File: src/rtl/baccarat_fsm.sv
// Baccarat deal controller.
// Sequences the card-register loads for the player and dealer hands, applies
// the natural-win and third-card rules using the live scores returned by the
// datapath, and drives the win lights when the hand completes.
// Optional build macro STEP_GATE_EN: when defined, the state register advances
// only on edges where step = 1, so the block can run on a fast clock with a
// debounced step pulse. When undefined, step has no effect.
module baccarat_fsm (
    input  logic       slow_clock,
    input  logic       reset,
    input  logic       step,
    input  logic [3:0] pcard3,
    input  logic [3:0] pscore,
    input  logic [3:0] dscore,
    output logic       load_pcard1,
    output logic       load_pcard2,
    output logic       load_pcard3,
    output logic       load_dcard1,
    output logic       load_dcard2,
    output logic       load_dcard3,
    output logic       player_win_light,
    output logic       dealer_win_light,
    output logic       hand_done
);

    typedef enum logic [3:0] {
        DEAL_P1 = 4'd0,
        DEAL_D1 = 4'd1,
        DEAL_P2 = 4'd2,
        DEAL_D2 = 4'd3,
        EVAL    = 4'd4,
        DEAL_P3 = 4'd5,
        BANKER  = 4'd6,
        DEAL_D3 = 4'd7,
        DONE    = 4'd8
    } state_e;

    state_e     state_q;
    state_e     state_d;
    logic       advance;
    logic [3:0] p3_val;
    logic       banker_draw;

`ifdef STEP_GATE_EN
    assign advance = step;
`else
    // step has no effect in the ungated build; the state moves on every edge.
    assign advance = step | 1'b1;
`endif

    // Baccarat value of the player's third card: tens and face cards count 0.
    always_comb begin
        p3_val = (pcard3 >= 4'd10) ? 4'd0 : pcard3;
    end

    // Banker third-card table indexed by the dealer score and the player's third card.
    always_comb begin
        banker_draw = 1'b0;
        case (dscore)
            4'd0, 4'd1, 4'd2: banker_draw = 1'b1;
            4'd3:             banker_draw = (p3_val != 4'd8);
            4'd4:             banker_draw = (p3_val >= 4'd2) && (p3_val <= 4'd7);
            4'd5:             banker_draw = (p3_val >= 4'd4) && (p3_val <= 4'd7);
            4'd6:             banker_draw = (p3_val == 4'd6) || (p3_val == 4'd7);
            default:          banker_draw = 1'b0;
        endcase
    end

    // Next-state logic: fixed deal order, then the natural and third-card rules.
    always_comb begin
        // NOTE: assigning a default before the case keeps every path driven, so no latch is inferred.
        state_d = DEAL_P1;
        case (state_q)
            DEAL_P1: state_d = DEAL_D1;
            DEAL_D1: state_d = DEAL_P2;
            DEAL_P2: state_d = DEAL_D2;
            DEAL_D2: state_d = EVAL;
            EVAL: begin
                // Scores above 9 also satisfy >= 8 and so end the hand as a natural.
                if (pscore >= 4'd8 || dscore >= 4'd8) begin
                    state_d = DONE;
                end else if (pscore <= 4'd5) begin
                    state_d = DEAL_P3;
                end else if (dscore <= 4'd5) begin
                    state_d = DEAL_D3;
                end else begin
                    state_d = DONE;
                end
            end
            DEAL_P3: state_d = BANKER;
            BANKER:  state_d = banker_draw ? DEAL_D3 : DONE;
            DEAL_D3: state_d = DONE;
            DONE:    state_d = DONE;
            default: state_d = DEAL_P1;
        endcase
    end

    // State register: synchronous reset to DEAL_P1, optionally gated by step.
    always_ff @(posedge slow_clock) begin
        // NOTE: sequential state uses non-blocking assignments so every flop samples pre-edge values.
        if (reset) begin
            state_q <= DEAL_P1;
        end else if (advance) begin
            state_q <= state_d;
        end
    end

    // Output decode: one load strobe per deal state, lights only in DONE, all low during reset.
    always_comb begin
        load_pcard1      = 1'b0;
        load_pcard2      = 1'b0;
        load_pcard3      = 1'b0;
        load_dcard1      = 1'b0;
        load_dcard2      = 1'b0;
        load_dcard3      = 1'b0;
        player_win_light = 1'b0;
        dealer_win_light = 1'b0;
        hand_done        = 1'b0;
        if (!reset) begin
            case (state_q)
                DEAL_P1: load_pcard1 = 1'b1;
                DEAL_D1: load_dcard1 = 1'b1;
                DEAL_P2: load_pcard2 = 1'b1;
                DEAL_D2: load_dcard2 = 1'b1;
                DEAL_P3: load_pcard3 = 1'b1;
                DEAL_D3: load_dcard3 = 1'b1;
                DONE: begin
                    hand_done        = 1'b1;
                    player_win_light = (pscore >= dscore);
                    dealer_win_light = (dscore >= pscore);
                end
                default: ;
            endcase
        end
    end

endmodule
File: config.mk
export PLATFORM = sky130hd
export DESIGN_NAME = baccarat_fsm
export DESIGN_NICKNAME = d
export VERILOG_FILES = /design/src/rtl/baccarat_fsm.sv
export SDC_FILE = /design/constraint.sdc
export NUM_CORES = 1
export LEC_CHECK = 0
export CAP_MARGIN = 20
export CORE_AREA = 2 2 39 41
export DETAILED_ROUTE_END_ITERATION = 8
export DIE_AREA = 0 0 41 43
export HOLD_SLACK_MARGIN = 0.02
export PLACE_DENSITY_LB_ADDON = 0.12
export SYNTH_ARGS = -nofsm -noshare
export SYNTH_HDL_FRONTEND = slang
export SYNTH_SLANG_ARGS = --single-unit
export TNS_END_PERCENT = 100
File: constraint.sdc
create_clock -name slow_clock -period 4.4 [get_ports slow_clock]
set_input_delay 0.44 -clock slow_clock [delete_from_list [all_inputs] [get_ports slow_clock]]
set_output_delay 0.44 -clock slow_clock [all_outputs]
set_load 0.005 [all_outputs]
## Yosys cells after proc, flatten, opt, wreduce, memory -nomap -nowiden

Cells that the tools add are included.

- Register bits: 4
- Input bits: 15
- Output and inout bits: 9
- Word-level logic and storage cells: 61

- Magnitude comparators: 10
- Equal/unequal tests: 17
- Mux-type cells: 25
- Reductions and logical operators: 8

Operator list:

| operator | number |
|---|---|
| equality test 4 x 3 -> 1 bit (second input constant) | 9 |
| one-hot mux 4 bit (8 select lines) | 1 |
| two-way mux 4 bit | 5 |
| two-way mux 1 bit | 18 |
| equality test 4 x 2 -> 1 bit (second input constant) | 4 |
| greater-or-equal comparator 4 bit (second input constant) | 3 |
| <= comparator 4 x 3 -> 1 bit (second input constant) | 3 |
| equality test 4 x 1 -> 1 bit (second input constant) | 2 |
| greater-or-equal comparator 4 bit | 2 |
| zero test 4 bit | 2 |
| one-hot mux 1 bit (5 select lines) | 1 |
| equality test 4 bit (second input constant) | 1 |
| greater-or-equal comparator 4 x 2 -> 1 bit (second input constant) | 1 |
| greater-or-equal comparator 4 x 3 -> 1 bit (second input constant) | 1 |
| inequality test 4 bit (second input constant) | 1 |
| OR reduction 3 bit | 1 |
| logical AND 1 bit | 2 |
| logical OR 1 bit | 2 |
| OR reduction 2 bit | 1 |

## Longest topological paths before layout

Gate-level depths: netlist of run 1.

- Depth in word-level cells: 7
- Mapped depth: 6
- Depth with buffers taken out: 6

## Worst setup path before layout of run 1

Ideal clock, no wire load.

- Path type: input -> output
- Start point: in pscore[1]
- End point: out dealer_win_light
- Arrival time: 1.420 ns
- Data required time: 3.960 ns
- Path slack: 2.540 ns
- Cell stages on the path: 6
- Path buffers: 0
- Cells stage by stage: inv_1 > ha_1 > nor2b_1 > o21a_1 > o21a_1 > o31a_1

- Longest elaborated chain between the ends: 3

Ends and longest elaborated chain:

| element | RTL line | RTL |
|---|---|---|
| from (decl) | 13 | `input logic [3:0] pscore,` |
| greater-or-equal comparator 4 bit | 130 | `dealer_win_light = (dscore >= pscore);` |
| two-way mux 1 bit | 120 | `case (state_q)` |
| two-way mux 1 bit | 119 | `if (!reset) begin` |
| to (decl) | 22 | `output logic dealer_win_light,` |

Every way passes these cells.

## Worst setup path after layout of run 1

- Start point: in pscore[1]
- End point: out player_win_light

- Longest elaborated chain between the ends: 3

Ends and longest elaborated chain:

| element | RTL line | RTL |
|---|---|---|
| greater-or-equal comparator 4 bit | 129 | `player_win_light = (pscore >= dscore);` |
| two-way mux 1 bit | 120 |  |
| two-way mux 1 bit | 119 |  |
| to (decl) | 21 | `output logic player_win_light,` |

Every way passes these cells.

==> flow_summary_export.csv, run 1 <==
group,metric,value,unit
placement,placed_area,738,sq um
finish,stdcell_area,761,sq um
detailed_routing,dr.pass1.iters,4,
sta,fin_skew,0.00242,ns
sta,min_period,2.86,ns
setup_path,cp_data_arrival_time,2.42,ns
global_route,antenna_found_initial,0,
setup_path,rr_endpoint,"state_q[1]$_SDFF_PP0_",
power_and_ir_drop,peakVddDrop,140,uV
hold_path,hold_path_depth,3,
detailed_routing,avgViaCountPerCell,5.37,
global_route,grt_max_degree,12,
sta,fmax,349,MHz
global_route,overflow,0,
finish,multiInputGateArea,399,sq um
global_route,met1_usage,17.3,%
setup_path,reg2regPathDepth,4,
global_route,busiest_layer,"met2",
setup_path,crit_path_top_delay_cell,"clkdlybuf4s50_1",
sta,period_share,65.1,%
hold_path,min_from,"state_q[2]$_SDFF_PP0_",
finish,finish.utilization,55.0,%
clock_network,clkLatencyLatePin,0.23,ns
detailed_routing,wl_per_cell,10.9,um
synth,synth_top_cell_by_area,"dfxtp_1",
sta,tightest_slew,0.611,ns
sta,finalSetupViolCount,0,
clock_network,cts_max_path_buffers,2,
finish,regMostFlops,"state_q",
placement,gp_congestion,0.678,
sta,hold_violations,0,
finish,largest_registers,"state_q: 4 flops",
detailed_routing,ant_nets,0,
global_route,first_global_vias,463,
finish,area_growth,46.9,%
finish,largest_reg_flops,4,
setup_path,timing.rr.start,"state_q[2]$_SDFF_PP0_",
setup_path,path_cells,"clkdlybuf4s50_1 -> inv_1 -> ha_1 -> nor2b_1 -> o21a_1 -> o21a_1 -> o21ai_0 -> clkdlybuf4s50_1",
finish,fill_cells,142,
clock_network,cts_made_buffers,3,
synth,yosys.area.top_type_share,15.5,%
sta,rsz0062_at_grt,"no",
synth,syn_nets,89,
floorplanning,rows,14,
clock_network,cts_hold_buf,0,
clock_network,htree_levels,1,
setup_path,cp.required,3.96,ns
detailed_routing,wl,1180,um
floorplanning,ioPinCount,24,
run,drv_cap,0,
finish,area.sequential,80.1,sq um
clock_network,postCtsSetupRepairBufs,0,
setup_path,r2r_slack,2.80,ns
synth,yosys.cell_types.count,32,
setup_path,cp-end-kind,"primary output",
floorplanning,die_h,43,um
clock_network,clkSinkCount,4,
global_route,track_usage,14.3,%
sta,slew_headroom,58.9,%
floorplanning,dieWidth,41,um
power_and_ir_drop,power,145,uW
clock_network,cts_tree,"done",
synth,syn-instance-count,70,
floorplanning,die_area,1760,sq um
power_and_ir_drop,p_leak,0.000282,uW
synth,synth-seq-area-share,15.5,%
detailed_routing,drt_iter0_drc,10,
global_route,grt_util_met3,4.71,%
floorplanning,initial_core_util,37.4,%
clock_network,root_buffer,"clkbuf_4",
synth,synth_area_leaders,"dfxtp_1, ha_1, o21ai_0",
global_route,met2_usage,24.1,%
setup_path,path_max_fanout,3,
synth,syn_area,518,sq um
clock_network,ctsResizeCount,0,
global_route,grt_pass1_wl,1780,um
setup_path,cpPeakStageDelay,0.52,ns
power_and_ir_drop,p_per_area,191,nW/um^2
finish,drive_above_1_share,8.70,%
synth,syn_area_per_cell,7.40,sq um
placement,hpwlAfterDp,980,um
synth,synth-seq-cells,4,
hold_path,worstHoldPathType,"register to register",
sta,finalMaxSlewViolations,0,
hold_path,worstHoldEndpoint,"state_q[0]$_SDFF_PP0_",
detailed_routing,route.vias.total,580,
placement,io_buffers,22,
synth,yosysWarnings,0,
finish,antenna_cells,0,
setup_path,crit_type,"input port to primary output",
detailed_routing,drc,0,
sta,finalSetupTns,0,ns
clock_network,clk_pin_slew,0.04,ns
run_status,outcome,"completed",
setup_path,critPathLaunchType,"input port",
finish,nets,113,
floorplanning,core,1380,sq um
[synth_stat cells]
| master | instances |
|---|---|
| a21oi_1 | 1 |
| a22o_1 | 1 |
| a22oi_1 | 1 |
| a311oi_1 | 1 |
| and4_1 | 2 |
| buf_2 | 1 |
| buf_6 | 1 |
| clkbuf_1 | 1 |
| dfxtp_1 | 4 |
| ha_1 | 4 |
| inv_1 | 5 |
| nand2_1 | 3 |
| nand2b_1 | 4 |
| nand3_1 | 1 |
| nand4b_1 | 1 |
| nor2_1 | 5 |
| nor2b_1 | 2 |
| nor3_1 | 5 |
| nor3b_1 | 1 |
| nor4_1 | 3 |
| o21a_1 | 3 |
| o21ai_0 | 6 |
| o22ai_1 | 1 |
| o2bb2ai_1 | 1 |
| o31a_1 | 2 |
| or2_2 | 1 |
| or2b_1 | 1 |
| or3_1 | 3 |
| or3b_2 | 1 |
| or4b_2 | 2 |
| or4b_4 | 1 |
| xnor2_1 | 1 |
[worst max path at each step]
stage,startpoint,end,slack (ns),cells past startpoint
floorplan,pscore[1],dealer_win_light,2.54,6
global placement,pscore[1],dealer_win_light,1.56,8
detailed placement,pscore[1],player_win_light,1.55,8
CTS,pscore[1],player_win_light,1.54,8
global route,pscore[1],dealer_win_light,1.42,8
finish,pscore[1],player_win_light,1.54,8
[worst max-delay path, delay by kind of cell]
family / cells / cell delay [ns]
adders and majority gates: 1 / 0.29
AOI/OAI and AO/OA: 3 / 0.50
buffers and inverters: 3 / 1.06
and+or+nand+nor: 1 / 0.13
[area by class of cell]
class,instances,share of cell area [%]
clock buffers,3,2.96
well taps,16,2.63
inverters,5,2.47
multi-input cells,58,52.5
repair buffers,22,28.9
flip-flops and latches,4,10.5
[metrics by stage]
step	worst slack [ns]	std cells	hold slack, ns
6_report	1.54	108	0.710
5_1_grt	1.42	108	0.772
4_1_cts	1.54	108	0.708
3_5_place_dp	1.55	105	0.697
3_3_place_gp	1.56	105	0.693
2_1_floorplan	2.54	70	0.643
[power breakdown]
group | internal, uW | total (uW) | switching (uW) | leakage (uW)
Clock | 30.5 | 44.6 | 14.2 | 0.0000138
Combinational | 32.5 | 53.2 | 20.8 | 0.000236
Sequential | 39.7 | 47.4 | 7.71 | 0.0000328
Total | 103 | 145 | 42.6 | 0.000282
[layout by cell type (no fill, tap or decap), drive strengths merged, types with 2 or more instances in the layout]
cell           synthesis  layout
inv                    5       5
nor2b                  2       2
or3                    3       3
o31a                   2       2
o21ai                  6       6
and4                   2       2
ha                     4       4
nand2                  3       3
nand2b                 4       4
dfxtp                  4       4
clkdlybuf4s50          0      22
nor4                   3       3
or4b                   3       3
clkbuf                 1       3
o21a                   3       3
nor2                   5       5
nor3                   5       5
[kinds of logic (layout without fill, tap and decap cells)]
group                    Yosys count  after routing  share of synthesized area (%)
XOR/XNOR                           1              1                           1.69
AO/OA/AOI/OAI                     17             17                           22.2
flip-flops                         4              4                           15.5
AND/OR/NAND/NOR                   36             36                           43.5
adder cells (fa/ha/maj)            4              4                           9.66
buffers and inverters              8             30                           7.49
[per-layer routing]
layer / up-vias / wire [um]
met5: - / 0
li1: 304 / -
met2: 14 / 598
met3: 0 / 40
met1: 262 / 536
met4: 0 / 0
(Power assumes the default switching activity.)
==> inputs of run 2 (changes only) <==
- CORE_AREA: 2 2 39 41 -> unset
- CORE_MARGIN: unset -> 2
- CORE_UTILIZATION: unset -> 35
- DIE_AREA: 0 0 41 43 -> unset
- clock period: 4.4 -> 2.6 ns (I/O delays scaled with it)
==> run 2 against run 1 <==
Compared with the run above:
- first-iteration DRC count fell by 50%
- core utilization is 3.7 points higher
- combinational power is 73% higher
- largest cell class unchanged
- highest routed layer unchanged
==> flow_summary_export.csv, run 2 (same netlist as run 1, synthesis figures left out) <==
group,metric,value,unit
run_status,outcome,"completed",
power_and_ir_drop,comb_power_share,36.7,%
setup_path,timing.rr.start,"state_q[2]$_SDFF_PP0_",
power_and_ir_drop,swShare,29.9,%
power_and_ir_drop,p_leak,0.000298,uW
hold_path,worstHoldPathType,"register to register",
finish,instances_no_fill,110,
detailed_routing,ant_nets,0,
sta,hold_violations,0,
clock_network,clkLatencyLatePin,0.24,ns
sta,finalSetupViolCount,0,
global_route,first_global_vias,562,
detailed_routing,wl_per_cell,11.3,um
setup_path,cp_data_arrival_time,2.23,ns
finish,drive_above_1_share,11.6,%
clock_network,clkSinkCount,4,
clock_network,cts_made_buffers,3,
detailed_routing,wl,1240,um
sta,period_share,95.9,%
floorplanning,core,1330,sq um
clock_network,cts_hold_buf,0,
finish,largest_registers,"state_q: 4 flops",
setup_path,cp-startpoint,"pscore[1]",
sta,rsz0062_at_grt,"no",
placement,dp.cells,107,
floorplanning,die_h,42.5,um
sta,min_period,2.49,ns
sta,worst_slack,0.105,ns
setup_path,cp.required,2.34,ns
floorplanning,rows,13,
clock_network,postCtsSetupRepairBufs,0,
finish,layout_commonest_cell,"clkdlybuf4s50_1",
run,drv_cap,0,
sta,tightest_slew,0.400,ns
placement,hpwlAfterDp,1010,um
detailed_routing,route.vias.total,592,
sta,slew_headroom,73.1,%
finish,area_growth,51.0,%
hold_path,min_from,"state_q[2]$_SDFF_PP0_",
clock_network,htree_levels,1,
placement,io_buffers,22,
clock_network,cts_tree,"done",
setup_path,critPathLaunchType,"input port",
finish,regMostFlops,"state_q",
placement,dp_slack,0.0953,ns
clock_network,root_buffer,"clkbuf_4",
setup_path,cp-end-kind,"primary output",
detailed_routing,drt_iter0_drc,5,
setup_path,path_max_fanout,3,
sta,fin_skew,0.00632,ns
power_and_ir_drop,peakVddDrop,113,uV
power_and_ir_drop,p_per_area,321,nW/um^2
placement,gp_congestion,0.690,
power_and_ir_drop,pwr-share-seq,32.1,%
power_and_ir_drop,p_int,176,uW
clock_network,clk_pin_slew,0.04,ns
global_route,antenna_found_initial,0,
detailed_routing,dr.pass1.iters,3,
power_and_ir_drop,p_sw,75.0,uW
floorplanning,ioPinCount,24,
floorplanning,dieWidth,42.5,um
detailed_routing,drc,0,
sta,finalSetupTns,0,ns
finish,largest_reg_flops,4,
clock_network,ctsResizeCount,0,
finish,final_cell_mix,"clkdlybuf4s50_1, inv_1, nor2_1, nor3_1, o21ai_0",
global_route,track_usage,15.7,%
floorplanning,die_area,1800,sq um
floorplanning,initial_core_util,38.8,%
detailed_routing,avgViaCountPerCell,5.38,
global_route,grt_max_degree,12,
setup_path,crit_type,"input port to primary output",
finish,antenna_cells,0,
sta,finalMaxSlewViolations,0,
global_route,grt_pass1_wl,2190,um
power_and_ir_drop,clockPowerShare,31.2,%
finish,nets,116,
clock_network,cts_max_path_buffers,2,
sta,fmax,401,MHz
global_route,overflow,0,
[run 2: changes by cell type in the layout (fill, tap and decap cells not counted), sizes merged]
cell  change
buf       +3
[run 2: power by group through the flow]
stage | Combinational [uW] | Clock, uW | Sequential (uW)
2_1_floorplan | 61.0 | 0 | 70.3
3_3_place_gp | 91.4 | 0 | 80.8
3_5_place_dp | 92.8 | 0 | 81.5
4_1_cts | 93.2 | 81.5 | 80.5
5_1_grt | 104 | 90.4 | 82.2
6_report | 92.0 | 78.1 | 80.6
[run 2: path summary, 6_finish.rpt]
path / slack, ns / cells after the start / endpoint
worst max-delay path: 0.11 / 8 / dealer_win_light
worst min-delay path: 0.72 / 3 / state_q[0]$_SDFF_PP0_
worst max register to register: 0.99 / 4 / state_q[1]$_SDFF_PP0_
worst min register to register: 0.72 / 3 / state_q[0]$_SDFF_PP0_
[run 2: through the flow]
step	area [sq um]	total power, uW	utilization (%)	hold WS (ns)
6_report	782	251	58.6	0.719
5_1_grt	782	277	58.6	0.779
4_1_cts	782	255	58.6	0.727
3_5_place_dp	759	174	56.9	0.711
3_3_place_gp	759	172	56.9	0.696
2_1_floorplan	518	131	-	0.463
[run 2: final cells by class]
type                    count  area (sq um)
fillers                   149           552
multi-input cells          58           399
repair buffers             25           243
flip-flops and latches      4          80.1
clock buffers               3          22.5
inverters                   5          18.8
well taps                  15          18.8
[run 2: worst max-delay path, cell delays in order]
cell and delay [ns]:
clkdlybuf4s50_1 0.50, inv_1 0.05, ha_1 0.29, nor2b_1 0.13
o21a_1 0.16, o21a_1 0.17, o31a_1 0.23, clkdlybuf4s50_1 0.44
[run 2: per-layer routing]
layer,up-vias,global-route usage [%],part of all wire [%]
met4,0,9.38,0
met3,0,2.59,2.7
li1,312,-,-
met1,267,17.4,43
met5,-,0,0
met2,13,27.4,54
